$ cat src/rtl/adder_bist.sv
// adder_bist: exhaustive built-in self-test engine for a WIDTH-bit adder.
//
// It walks every operand pair (x, y) in x-major, y-minor order. Each vector is held for
// SETTLE cycles in APPLY. The returned sum is then sampled in a single CHECK cycle and
// compared with the full-width reference {1'b0,x} + {1'b0,y}. The engine counts
// mismatches and captures the index of the first failing vector.
//
// Parameters:
//   WIDTH  - operand width; 2^(2*WIDTH) vectors per run
//   SETTLE - cycles each vector is held before its CHECK cycle (legal range 1..15)
//
// Ports:
//   clk             - rising-edge clock
//   rst_n           - asynchronous active-low reset
//   start           - one-cycle pulse, begins a run from IDLE or DONE
//   abort           - synchronous, terminates a run in progress
//   s_i             - sum returned by the adder under test (WIDTH+1 bits)
//   x_o, y_o        - operands driven to the adder
//   busy            - high in APPLY or CHECK
//   done            - high in DONE
//   pass            - done && err_count == 0 (registered)
//   err_count       - number of mismatching vectors, saturates naturally at 2^(2*WIDTH)
//   first_err_idx   - index of the first mismatching vector
//   first_err_valid - first_err_idx holds a captured index
module adder_bist #(
   parameter int unsigned WIDTH  = 6,
   parameter int unsigned SETTLE = 1
) (
   input  logic               clk,
   input  logic               rst_n,
   input  logic               start,
   input  logic               abort,
   input  logic [WIDTH:0]     s_i,
   output logic [WIDTH-1:0]   x_o,
   output logic [WIDTH-1:0]   y_o,
   output logic               busy,
   output logic               done,
   output logic               pass,
   output logic [2*WIDTH:0]   err_count,
   output logic [2*WIDTH-1:0] first_err_idx,
   output logic               first_err_valid
);

   localparam int unsigned IdxW = 2 * WIDTH;
   localparam int unsigned CntW = 2 * WIDTH + 1;
   localparam logic [IdxW-1:0] LastIdx    = '1;
   localparam logic [3:0]      SettleLast = 4'(SETTLE - 1);

   typedef enum logic [1:0] {StIdle, StApply, StCheck, StDone} state_e;

   state_e state_q, state_d;

   logic [IdxW-1:0] idx_q, idx_d;
   logic [3:0]      wait_q, wait_d;
   logic [CntW-1:0] err_count_q, err_count_d;
   logic [IdxW-1:0] first_err_idx_q, first_err_idx_d;
   logic            first_err_valid_q, first_err_valid_d;
   logic            pass_q, pass_d;

   logic [WIDTH:0]  exp_sum;
   logic            mismatch;
   logic            run_start;
   logic            check_en;

   // ---------------------------------------------------------------------------------------
   // FSM: state register
   // ---------------------------------------------------------------------------------------
   always_ff @(posedge clk or negedge rst_n) begin
      if (!rst_n) begin
         state_q <= StIdle;
      end else begin
         state_q <= state_d;
      end
   end

   // ---------------------------------------------------------------------------------------
   // FSM: next-state logic. abort has priority over everything while busy; start only
   // matters in IDLE/DONE, where it also beats a simultaneous abort.
   // ---------------------------------------------------------------------------------------
   always_comb begin
      state_d = state_q;
      unique case (state_q)
         StIdle, StDone: begin
            if (start) begin
               state_d = StApply;
            end
         end
         StApply: begin
            if (abort) begin
               state_d = StIdle;
            end else if (wait_q == SettleLast) begin
               state_d = StCheck;
            end
         end
         StCheck: begin
            if (abort) begin
               state_d = StIdle;
            end else if (idx_q == LastIdx) begin
               state_d = StDone;
            end else begin
               state_d = StApply;
            end
         end
         default: state_d = StIdle;
      endcase
   end

   // ---------------------------------------------------------------------------------------
   // FSM: outputs
   // ---------------------------------------------------------------------------------------
   always_comb begin
      busy            = (state_q == StApply) || (state_q == StCheck);
      done            = (state_q == StDone);
      pass            = pass_q;
      x_o             = idx_q[IdxW-1:WIDTH];
      y_o             = idx_q[WIDTH-1:0];
      err_count       = err_count_q;
      first_err_idx   = first_err_idx_q;
      first_err_valid = first_err_valid_q;
   end

   // ---------------------------------------------------------------------------------------
   // Datapath: vector index, settle counter, error bookkeeping
   // ---------------------------------------------------------------------------------------
   // Reference includes the carry bit so a dropped carry is detected.
   assign exp_sum   = {1'b0, x_o} + {1'b0, y_o};
   assign mismatch  = (s_i != exp_sum);
   assign run_start = ((state_q == StIdle) || (state_q == StDone)) && start;
   assign check_en  = (state_q == StCheck) && !abort;

   always_comb begin
      idx_d             = idx_q;
      wait_d            = wait_q;
      err_count_d       = err_count_q;
      first_err_idx_d   = first_err_idx_q;
      first_err_valid_d = first_err_valid_q;

      if (run_start) begin
         idx_d             = '0;
         wait_d            = '0;
         err_count_d       = '0;
         first_err_idx_d   = '0;
         first_err_valid_d = 1'b0;
      end else if ((state_q == StApply) && !abort) begin
         wait_d = (wait_q == SettleLast) ? 4'd0 : wait_q + 4'd1;
      end else if (check_en) begin
         // At most 2^(2*WIDTH) increments per run, so the extra counter bit never wraps.
         if (mismatch) begin
            err_count_d = err_count_q + CntW'(1);
            if (!first_err_valid_q) begin
               first_err_idx_d   = idx_q;
               first_err_valid_d = 1'b1;
            end
         end
         // The last vector stays on x_o/y_o through DONE.
         if (idx_q != LastIdx) begin
            idx_d  = idx_q + IdxW'(1);
            wait_d = '0;
         end
      end

      pass_d = (state_d == StDone) && (err_count_d == '0);
   end

   always_ff @(posedge clk or negedge rst_n) begin
      if (!rst_n) begin
         idx_q             <= '0;
         wait_q            <= '0;
         err_count_q       <= '0;
         first_err_idx_q   <= '0;
         first_err_valid_q <= 1'b0;
         pass_q            <= 1'b0;
      end else begin
         idx_q             <= idx_d;
         wait_q            <= wait_d;
         err_count_q       <= err_count_d;
         first_err_idx_q   <= first_err_idx_d;
         first_err_valid_q <= first_err_valid_d;
         pass_q            <= pass_d;
      end
   end

endmodule
$ cat config.mk
export PLATFORM = sky130hd
export DESIGN_NAME = adder_bist
export DESIGN_NICKNAME = d
export VERILOG_FILES = /design/src/rtl/adder_bist.sv
export SDC_FILE = /design/constraint.sdc
export NUM_CORES = 1
export LEC_CHECK = 0
export BUFFER_PORTS_ARGS = -buffer_cell sky130_fd_sc_hd__buf_4
export CAP_MARGIN = 20
export CORE_MARGIN = 8
export CORE_UTILIZATION = 50
export CTS_BUF_LIST = sky130_fd_sc_hd__clkbuf_16
export CTS_CLUSTER_SIZE = 30
export DETAILED_ROUTE_END_ITERATION = 10
export GPL_TIMING_DRIVEN = 1
export PLACE_DENSITY = 0.76
export SLEW_MARGIN = 40
export SYNTH_ARGS = -nofsm -noshare
export SYNTH_HDL_FRONTEND = slang
export SYNTH_SLANG_ARGS = --single-unit
$ cat constraint.sdc
create_clock -name clk -period 3.4 [get_ports clk]
set_input_delay 1.02 -clock clk [delete_from_list [all_inputs] [get_ports clk]]
set_output_delay 1.02 -clock clk [all_outputs]
set_load 0.05 [all_outputs]
# Word-level counts from Yosys, hierarchy flattened
# Cells that the tools add are included.
# W data, S select, Z words.
[word_totals] register_bits=45 out_inout_bits=41
[classes] addsub=4 eq_ne=9 n_mux=28 reduce_logical=20
[op_table] cell="$mux W12" count=9
[op_table] cell="$mux W13" count=4
[op_table] cell="$mux W4" count=5
[op_table] cell="$add A13 B1 Y13 const B" count=1
[op_table] cell="$logic_not A13 Y1" count=1
[op_table] cell="$add A12 B1 Y12 const B" count=1
[op_table] cell="$eq A12 B12 Y1 const B" count=1
[op_table] cell="$ne A12 B12 Y1 const B" count=1
[op_table] cell="$mux W2" count=5
[op_table] cell="$add A6 B6 Y7" count=1
[op_table] cell="$ne A7 B7 Y1" count=1
[op_table] cell="$eq A2 B2 Y1 const B" count=3
[op_table] cell="$pmux W2 S3" count=1
[op_table] cell="$reduce_and A3 Y1" count=2
[op_table] cell="$reduce_bool A2 Y1" count=3
[op_table] cell="$reduce_bool A3 Y1" count=2
[op_table] cell="$add A4 B1 Y4 const B" count=1
[op_table] cell="$logic_and A1 B1 Y1" count=4
[op_table] cell="$logic_not A4 Y1" count=1
[op_table] cell="$mux W1" count=4
[op_table] cell="$reduce_and A4 Y1" count=1
[op_table] cell="$eq A2 B1 Y1 const B" count=1
[op_table] cell="$logic_not A2 Y1" count=1
[op_table] cell="$logic_or A1 B1 Y1" count=2
[op_table] cell="other kinds (5)" count=5

# Longest topological paths before layout
# Gate-level depths: netlist (run 1).
[logic_depth] depth_word=8 mapped_depth=12 depth_no_buf=11

# Worst setup path before layout (run 1)
# No wires, ideal clock.
[synth_path] kind="flip-flop to flip-flop" startpoint="register idx_q[0]" endpoint="register pass_q, in the netlist pass" setup_time_ps=96 arrival_time_ps=3417 t_required_ps=3304 path_slack_ps=-112 path_stages_with_launch=12 n_path_buf=0 cell_sequence="dfrtp_1 -> ha_1 -> fa_1 -> xor3_1 -> a2111oi_0 -> and4bb_1 -> nand4_2 -> o21bai_4 -> mux2i_1 -> nor2_1 -> or3_1 -> nor4_2"
[synth_between] elab_chain_len=8
[synth_rtl] item="start, declared" line="53" text="logic [IdxW-1:0] idx_q, idx_d;"
[synth_rtl] item="start signal, assigned" line="174" text="idx_q <= idx_d;"
[synth_rtl] item="$add A6 B6 Y7" line="126" text="assign exp_sum = {1'b0, x_o} + {1'b0, y_o};"
[synth_rtl] item="$ne A7 B7 Y1" line="127" text="assign mismatch = (s_i != exp_sum);"
[synth_rtl] item="$mux W13" line="148" text="if (mismatch) begin"
[synth_rtl] item="$mux W13" line="146" text="end else if (check_en) begin"
[synth_rtl] item="$mux W13" line="144" text="end else if ((state_q == StApply) && !abort) begin"
[synth_rtl] item="$mux W13" line="138" text="if (run_start) begin"
[synth_rtl] item="net err_count_d[1]" line="55" text="logic [CntW-1:0] err_count_q, err_count_d;"
[synth_rtl] item="$logic_not A13 Y1" line="162" text="pass_d = (state_d == StDone) && (err_count_d == '0);"
[synth_rtl] item="$logic_and A1 B1 Y1" line="162"
[synth_rtl] item="net pass_d" line="58" text="logic pass_q, pass_d;"
[synth_rtl] item="end signal, assigned" line="179" text="pass_q <= pass_d;"
[synth_rtl] item="end, declared" line="58"
# The timed path passes the listed nets, and every way through them passes these cells.
# A chain may end at the register's enable or synchronous reset.

# Worst setup path after layout (run 1)
[layout_path] startpoint="register idx_q[6]" endpoint="register pass_q, in the netlist pass"
[layout_between] elab_chain_len=8
[layout_rtl] item="$add A6 B6 Y7" line="126"
[layout_rtl] item="$ne A7 B7 Y1" line="127"
[layout_rtl] item="$mux W13" line="148"
[layout_rtl] item="$mux W13" line="146"
[layout_rtl] item="$mux W13" line="144"
[layout_rtl] item="$mux W13" line="138"
[layout_rtl] item="$logic_not A13 Y1" line="162"
[layout_rtl] item="$logic_and A1 B1 Y1 (*)" line="162"
[layout_rtl] item="net pass_d" line="58"
# The timed path passes the listed nets; every way through them passes the cells marked *.

==> results_dict.tcl, run 1 <==
set metrics [dict create \
    seq_area_frac_synth_pct 41.9 \
    yosysUniqueCellTypes 47 \
    die-width_um 89.4 \
    io_buffers 51 \
    p_total_mw 1.65 \
    clk_pin_slew_ps 60 \
    ant_nets 0 \
    routed_wl_mm 6.59 \
    hold_viol 0 \
    design.die.area_sq_um 7980 \
    grtUsageTotal_pct 17.8 \
    die_h_um 89.4 \
    timing.fmax_mhz 311 \
    grt_pass1_vias 2338 \
    drt_iter0_drc 205 \
    diodes 0 \
    tightest_slew_ps 560 \
    clkLatencyLatePin_ps 280 \
    slowest_delay_ps 430 \
    firstDrtPassIters 4 \
    post_cts_buffers 0 \
    p_leak_nw 1.72 \
    cp_data_required_time_ps 3590 \
    vias 2292 \
    syn_area_sq_um 2690 \
    synth.area.top_cells "dfrtp_1, mux2i_1, nor2_1" \
    ios 52 \
    maxSlewViolCount 0 \
    finClkSkew_ps 2.98 \
    slew_headroom_pct 62.7 \
    clock_path_buffers 2 \
    cts_buffers 5 \
    path_cells "ha_1 > fa_1 > a21oi_2 > o21a_1 > nor2_1 > a311oi_2 > o21bai_4 > buf_4 > nor2_2 > o311ai_0 > or3_1 > nor4_2" \
    overflow 0 \
    status "completed" \
    setup_violations 0 \
    peakVddDrop_mv 0.493 \
    area_delta_synth_final_pct 26.6 \
    holdCritPathClass "flop to flop" \
    path_class "flop to flop" \
    period_minus_slack_ps 3210 \
    drc 0 \
    fin_ws_ps 186 \
    endpoint_kind "flop" \
    synthCells 282 \
    preCtsSetupSlack_ps -60.1 \
    start_util_pct 52.3 \
    yosysTopAreaCell "dfrtp_1" \
    drive_above_1_share_pct 23.6 \
    cts.sinks 45 \
    cts_tree "done" \
    synth_warnings 0 \
    critPathArrivalTime_ps 3400 \
    timing.final.crit_share_pct 94.5 \
    hpwl_mm 4.83 \
    rsz0062_at_grt "no" \
    antenna_found_initial 0 \
    crit_path_top_delay_cell "fa_1" \
    cts_root_buf "clkbuf_16" \
    final_common_cell "buf_4" \
    fill_cells 435 \
    coreArea_sq_um 5140 \
    dp.cells 409 \
    synthArstFlopShare_pct 100 \
    rows 26 \
    gp_congestion 0.850 \
    start_kind "flop" \
    syn_nets 307 \
    power_density_nw_per_um2 485 \
    final_cells 417 \
    cp_max_fo 13 \
    syn_avg_cell_area_sq_um 9.54 \
    synth-edff-count 0 \
    synth_flop_cell "dfrtp_1" \
    yosysTopAreaCellShare_pct 41.9 \
    h-tree-depth 2 \
    synth_seq_cells 45 \
    grt_start_max_net_pins 46 \
    hold_ws_ps 506 \
    finalNetCount 371 \
    grt_pass1_wl_mm 11.2 \
    max-cap-violations 0 \
    routed_via_density 5.50 \
    most-common-layout-cells "buf_4, nor2_1, dfrtp_1" \
    wl_per_cell_um 15.8 \
]
==> cells in the mapped netlist (2+ instances only) <==
library cell,instances
dfrtp_1,45
nor2_1,45
mux2i_1,17
inv_1,16
nand2_1,14
nand3_1,14
xor2_1,14
ha_1,13
a21oi_1,12
xnor2_1,11
o21ai_0,10
or3_1,7
nand4_1,6
nand2b_1,5
and3_1,4
clkbuf_1,4
nor2b_1,4
nor3_1,4
nor4_1,3
a21o_1,2
buf_6,2
nor2_2,2
nor4_2,2
o22ai_1,2
o31ai_1,2
==> state kept, by name (all words and copies together) (netlist names) <==
signal / flops
err_count: 13
first_err_idx: 12
idx_q: 12
wait_q: 4
state_q: 2
first_err_valid: 1
pass: 1
==> where the power goes <==
part	internal [mW]	total, mW	switching [mW]
Sequential	0.563	0.596	0.0324
Clock	0.341	0.531	0.189
Combinational	0.175	0.526	0.351
Total	1.08	1.65	0.573
==> cell type report <==
cell class	count	area [sq um]	share of cell area (%)
Clock buffer	5	125	3.68
Clock inverter	3	37.5	1.10
Inverter	16	60.1	1.76
Multi-Input combinational cell	214	1470	43.3
Sequential cell	45	1130	33.1
Tap cell	70	87.6	2.57
Timing Repair Buffer	64	493	14.5
==> layer usage <==
layer	routed length (um)	track usage, %	part of all wire [%]	vias up
met2	3210	27.9	49	73
met4	42	4.23	0.64	0
met5	0	0	0	-
met1	2990	24.7	45	1096
li1	-	-	-	1119
met3	347	3.31	5.3	4
==> through the flow <==
step	setup TNS, ps	util [%]	cell area (sq um)
6_report	0	66.2	3400
5_1_grt	0	66.2	3400
4_1_cts	0	66.0	3390
3_5_place_dp	-60.1	62.9	3230
3_3_place_gp	0	62.9	3230
2_1_floorplan	0	-	2690
==> worst max-delay path: cells and delay by family, from the launching register on <==
| family | cells | cell delay, ps |
|---|---|---|
| AND/OR/NAND/NOR | 4 | 890 |
| AO/OA/AOI/OAI | 5 | 970 |
| flip-flops | 1 | 400 |
| adder cells (fa/ha/maj) | 2 | 670 |
| buffers and inverters | 1 | 200 |
==> cells by family after synthesis <==
family                     Yosys count  synth area share, %
and+or+nand+nor                    118                 22.4
AOI/OAI and AO/OA                   39                 9.86
xor gates and xnor gates            26                 9.02
DFF                                 45                 41.9
buffers and inverters               23                 3.77
muxes                               17                 6.33
adders and majority gates           14                 6.79
==> final timing paths <==
path / slack (ps) / start / end / cells after the start
worst max-delay path: 190 / idx_q[6] / pass / 12
worst min-delay path: 510 / wait_q[3] / wait_q[3] / 1
worst max register to register: 190 / idx_q[6] / pass / 12
worst min register to register: 510 / wait_q[3] / wait_q[3] / 1
max in group asynchronous: 2250 / rst_n / idx_q[0] / 1
min in group asynchronous: 730 / rst_n / first_err_idx[6] / 1
==> what timing repair did <==
item | CTS | global route
endpoints found under the setup margin | 1 | 13
endpoints found under the hold margin | 0 | 0
hold buffers | 0 | 0
gates resized for setup | 0 | 3
pin swaps | 3 | 4
No activity file was read; power rests on OpenSTA's default activity.
==> run 2, diff against run 1 <==
Settings changed: ABC_AREA set to 1, CAP_MARGIN 20 to not set, MAX_ROUTING_LAYER set to met4.
==> run 2 against run 1 <==
Against the previous run:
- hold slack improved by 26 ps
- sequential power grew 10%
- final cell count increased by 24%
- global-route usage shrank 0.97 points
- synthesized cell count rose by 38%
- register-to-register slack improved by 410 ps
- critical path depth decreased by 1
- setup slack improved by 410 ps
- sequential share of layout area barely moved
- total power is 16% higher
- critical endpoint is now first_err_idx[8]
- largest power group is now combinational logic
- highest routed layer unchanged
==> results_dict.tcl, run 2 <==
set metrics [dict create \
    status "completed" \
    tightest_slew_ps 613 \
    cts_resized 0 \
    firstDrtPassIters 5 \
    drt_iter0_drc 107 \
    grt_start_max_net_pins 46 \
    cp_data_required_time_ps 3600 \
    start_util_pct 51.2 \
    critical_path.endpoint "first_err_idx[8]" \
    timing.final.crit_share_pct 82.4 \
    rsz0062_at_grt "no" \
    cts.sinks 45 \
    ant_nets 0 \
    synth.area.top_cells "dfrtp_1, nand2_1, inv_1" \
    pwr-share-clk_pct 25.5 \
    area_delta_synth_final_pct 21.3 \
    reg2regPathDepth 11 \
    hpwl_mm 5.06 \
    p_int_mw 1.10 \
    path_class "flop to flop" \
    io_buffers 51 \
    critPathArrivalTime_ps 3010 \
    most-common-layout-cells "nand2_1, inv_1, buf_4" \
    yosysUniqueCellTypes 31 \
    h-tree-depth 2 \
    period_minus_slack_ps 2800 \
    synthCells 389 \
    synth_warnings 0 \
    holdCritPathClass "flop to flop" \
    syn_area_sq_um 2800 \
    p_leak_nw 1.86 \
    seq_power_share_pct 34.2 \
    largest_reg_flops 13 \
    slew_headroom_pct 59.0 \
    die_h_um 90.9 \
    r2r-start "idx_q[0]" \
    routed_via_density 5.05 \
    switchingPower_mw 0.822 \
    ff2ff_setup_slack_ps 600 \
    r2r_end "first_err_idx[8]" \
    max-cap-violations 0 \
    grtUsageTotal_pct 16.9 \
    crit_start "idx_q[0]" \
    syn_nets 414 \
    routed_wl_mm 6.59 \
    timing.fmax_mhz 357 \
    fill_cells 495 \
    synth_seq_cells 45 \
    post_cts_buffers 0 \
    final_cells 515 \
    synthArstFlopShare_pct 100 \
    cp_max_fo 24 \
    coreArea_sq_um 5470 \
    overflow 0 \
    peakVddDrop_mv 0.635 \
    synth-edff-count 0 \
    seq_area_frac_synth_pct 40.2 \
    clk_pin_slew_ps 70 \
    die-width_um 90.9 \
    finClkSkew_ps 6.12 \
    endpoint_kind "flop" \
    ios 52 \
    clock_path_buffers 2 \
    drive_above_1_share_pct 16.5 \
    maxSlewViolCount 0 \
    diodes 0 \
    design.die.area_sq_um 8260 \
    dp.cells 507 \
    hold_viol 0 \
    vias 2601 \
    gp_congestion 0.882 \
    swShare_pct 42.9 \
    final_common_cell "nand2_1" \
    rows 27 \
    cts_root_buf "clkbuf_16" \
    cts_buffers 5 \
    yosysTopAreaCell "dfrtp_1" \
    postCtsHoldBufs 0 \
    drc 0 \
    yosysTopAreaCellShare_pct 40.2 \
    synthMostInstantiatedCell "nand2_1" \
    finalNetCount 467 \
    start_kind "flop" \
    setup_tns_ps 0 \
    clkLatencyLatePin_ps 290 \
    wl_per_cell_um 12.8 \
    grt_pass1_wl_mm 11.4 \
    combPwrFrac_pct 40.3 \
    syn_avg_cell_area_sq_um 7.20 \
    grt_pass1_vias 2551 \
    power_density_nw_per_um2 564 \
    antenna_found_initial 0 \
    cts_tree "done" \
    synth_flop_cell "dfrtp_1" \
    setup_violations 0 \
    synthTopCellsByCount "nand2_1, inv_1, dfrtp_1, nand3_1, nor2_1" \
]
run 2: cell types whose count changed after synthesis, sizes merged, moves of 5 or more:
cell,delta
o22ai,+6
xnor2,-11
or3,-7
mux2i,-17
nor2,-5
a21oi,+10
o21ai,+6
inv,+70
nand2,+75
xor2,-11
nand3,+26
nand2b,-5
run 2: power groups by stage:
stage,registers (mW),clock network (mW),logic (mW)
2_1_floorplan,0.769,0,0.458
3_3_place_gp,0.662,0,0.763
3_5_place_dp,0.665,0,0.771
4_1_cts,0.655,0.499,0.775
5_1_grt,0.665,0.516,0.868
6_report,0.656,0.489,0.772
run 2: worst min path at each step:
stage               depth (start not counted)             start               end
detailed placement                          1         wait_q[0]         wait_q[0]
global placement                            1         wait_q[0]         wait_q[0]
CTS                                         1         wait_q[0]         wait_q[0]
global route                                2  first_err_idx[2]  first_err_idx[2]
floorplan                                   1         wait_q[0]         wait_q[0]
finish                                      1         wait_q[0]         wait_q[0]
run 2: metal layers:
| layer | track usage [%] | share of wire, % | up-vias |
|---|---|---|---|
| li1 | - | - | 1342 |
| met1 | 20.4 | 47 | 1201 |
| met2 | 27.2 | 47 | 54 |
| met3 | 4.16 | 4.5 | 4 |
| met4 | 4.77 | 0.77 | 0 |
| met5 | - | 0 | - |
run 2: area by class of cell:
cell class	count	area, sq um	area share (%)
tap	72	90.1	2.65
sequential	45	1130	33.1
clock buffer	5	125	3.68
timing repair buffer	52	390	11.5
clock inverter	3	26.3	0.773
inverter	86	323	9.50
multi-input combinational	252	1320	38.8
run 2: critical path, cell delays in order (launching register included):
cell,delay [ps]
dfrtp_1,440
ha_1,230
fa_1,450
nand3_1,160
nand3_1,90
nand3_1,90
nand2_1,90
nand4_4,260
nand2_2,140
o21ai_2,510
nand3_1,140
o21ai_0,110
run 2: kinds of logic (layout without fill, tap and decap cells):
logic type / Yosys count / in the layout / share of synthesized area, %
AOI/OAI and AO/OA: 52 / 52 / 10.4
xor gates and xnor gates: 3 / 3 / 0.938
adders and majority gates: 14 / 14 / 6.52
buffers and inverters: 92 / 146 / 12.8
DFF: 45 / 45 / 40.2
and+or+nand+nor: 183 / 183 / 29.2
run 2: stage by stage:
stage | power (mW) | hold slack [ps] | setup slack [ps] | util [%] | cell area, sq um
finish | 1.92 | 532 | 597 | 62.1 | 3400
CTS | 1.93 | 531 | 598 | 62.1 | 3400
detailed placement | 1.44 | 523 | 597 | 59.3 | 3250
global route | 2.05 | 574 | 328 | 62.1 | 3400
global placement | 1.42 | 516 | 681 | 59.3 | 3250
floorplan | 1.23 | 491 | 793 | - | 2800
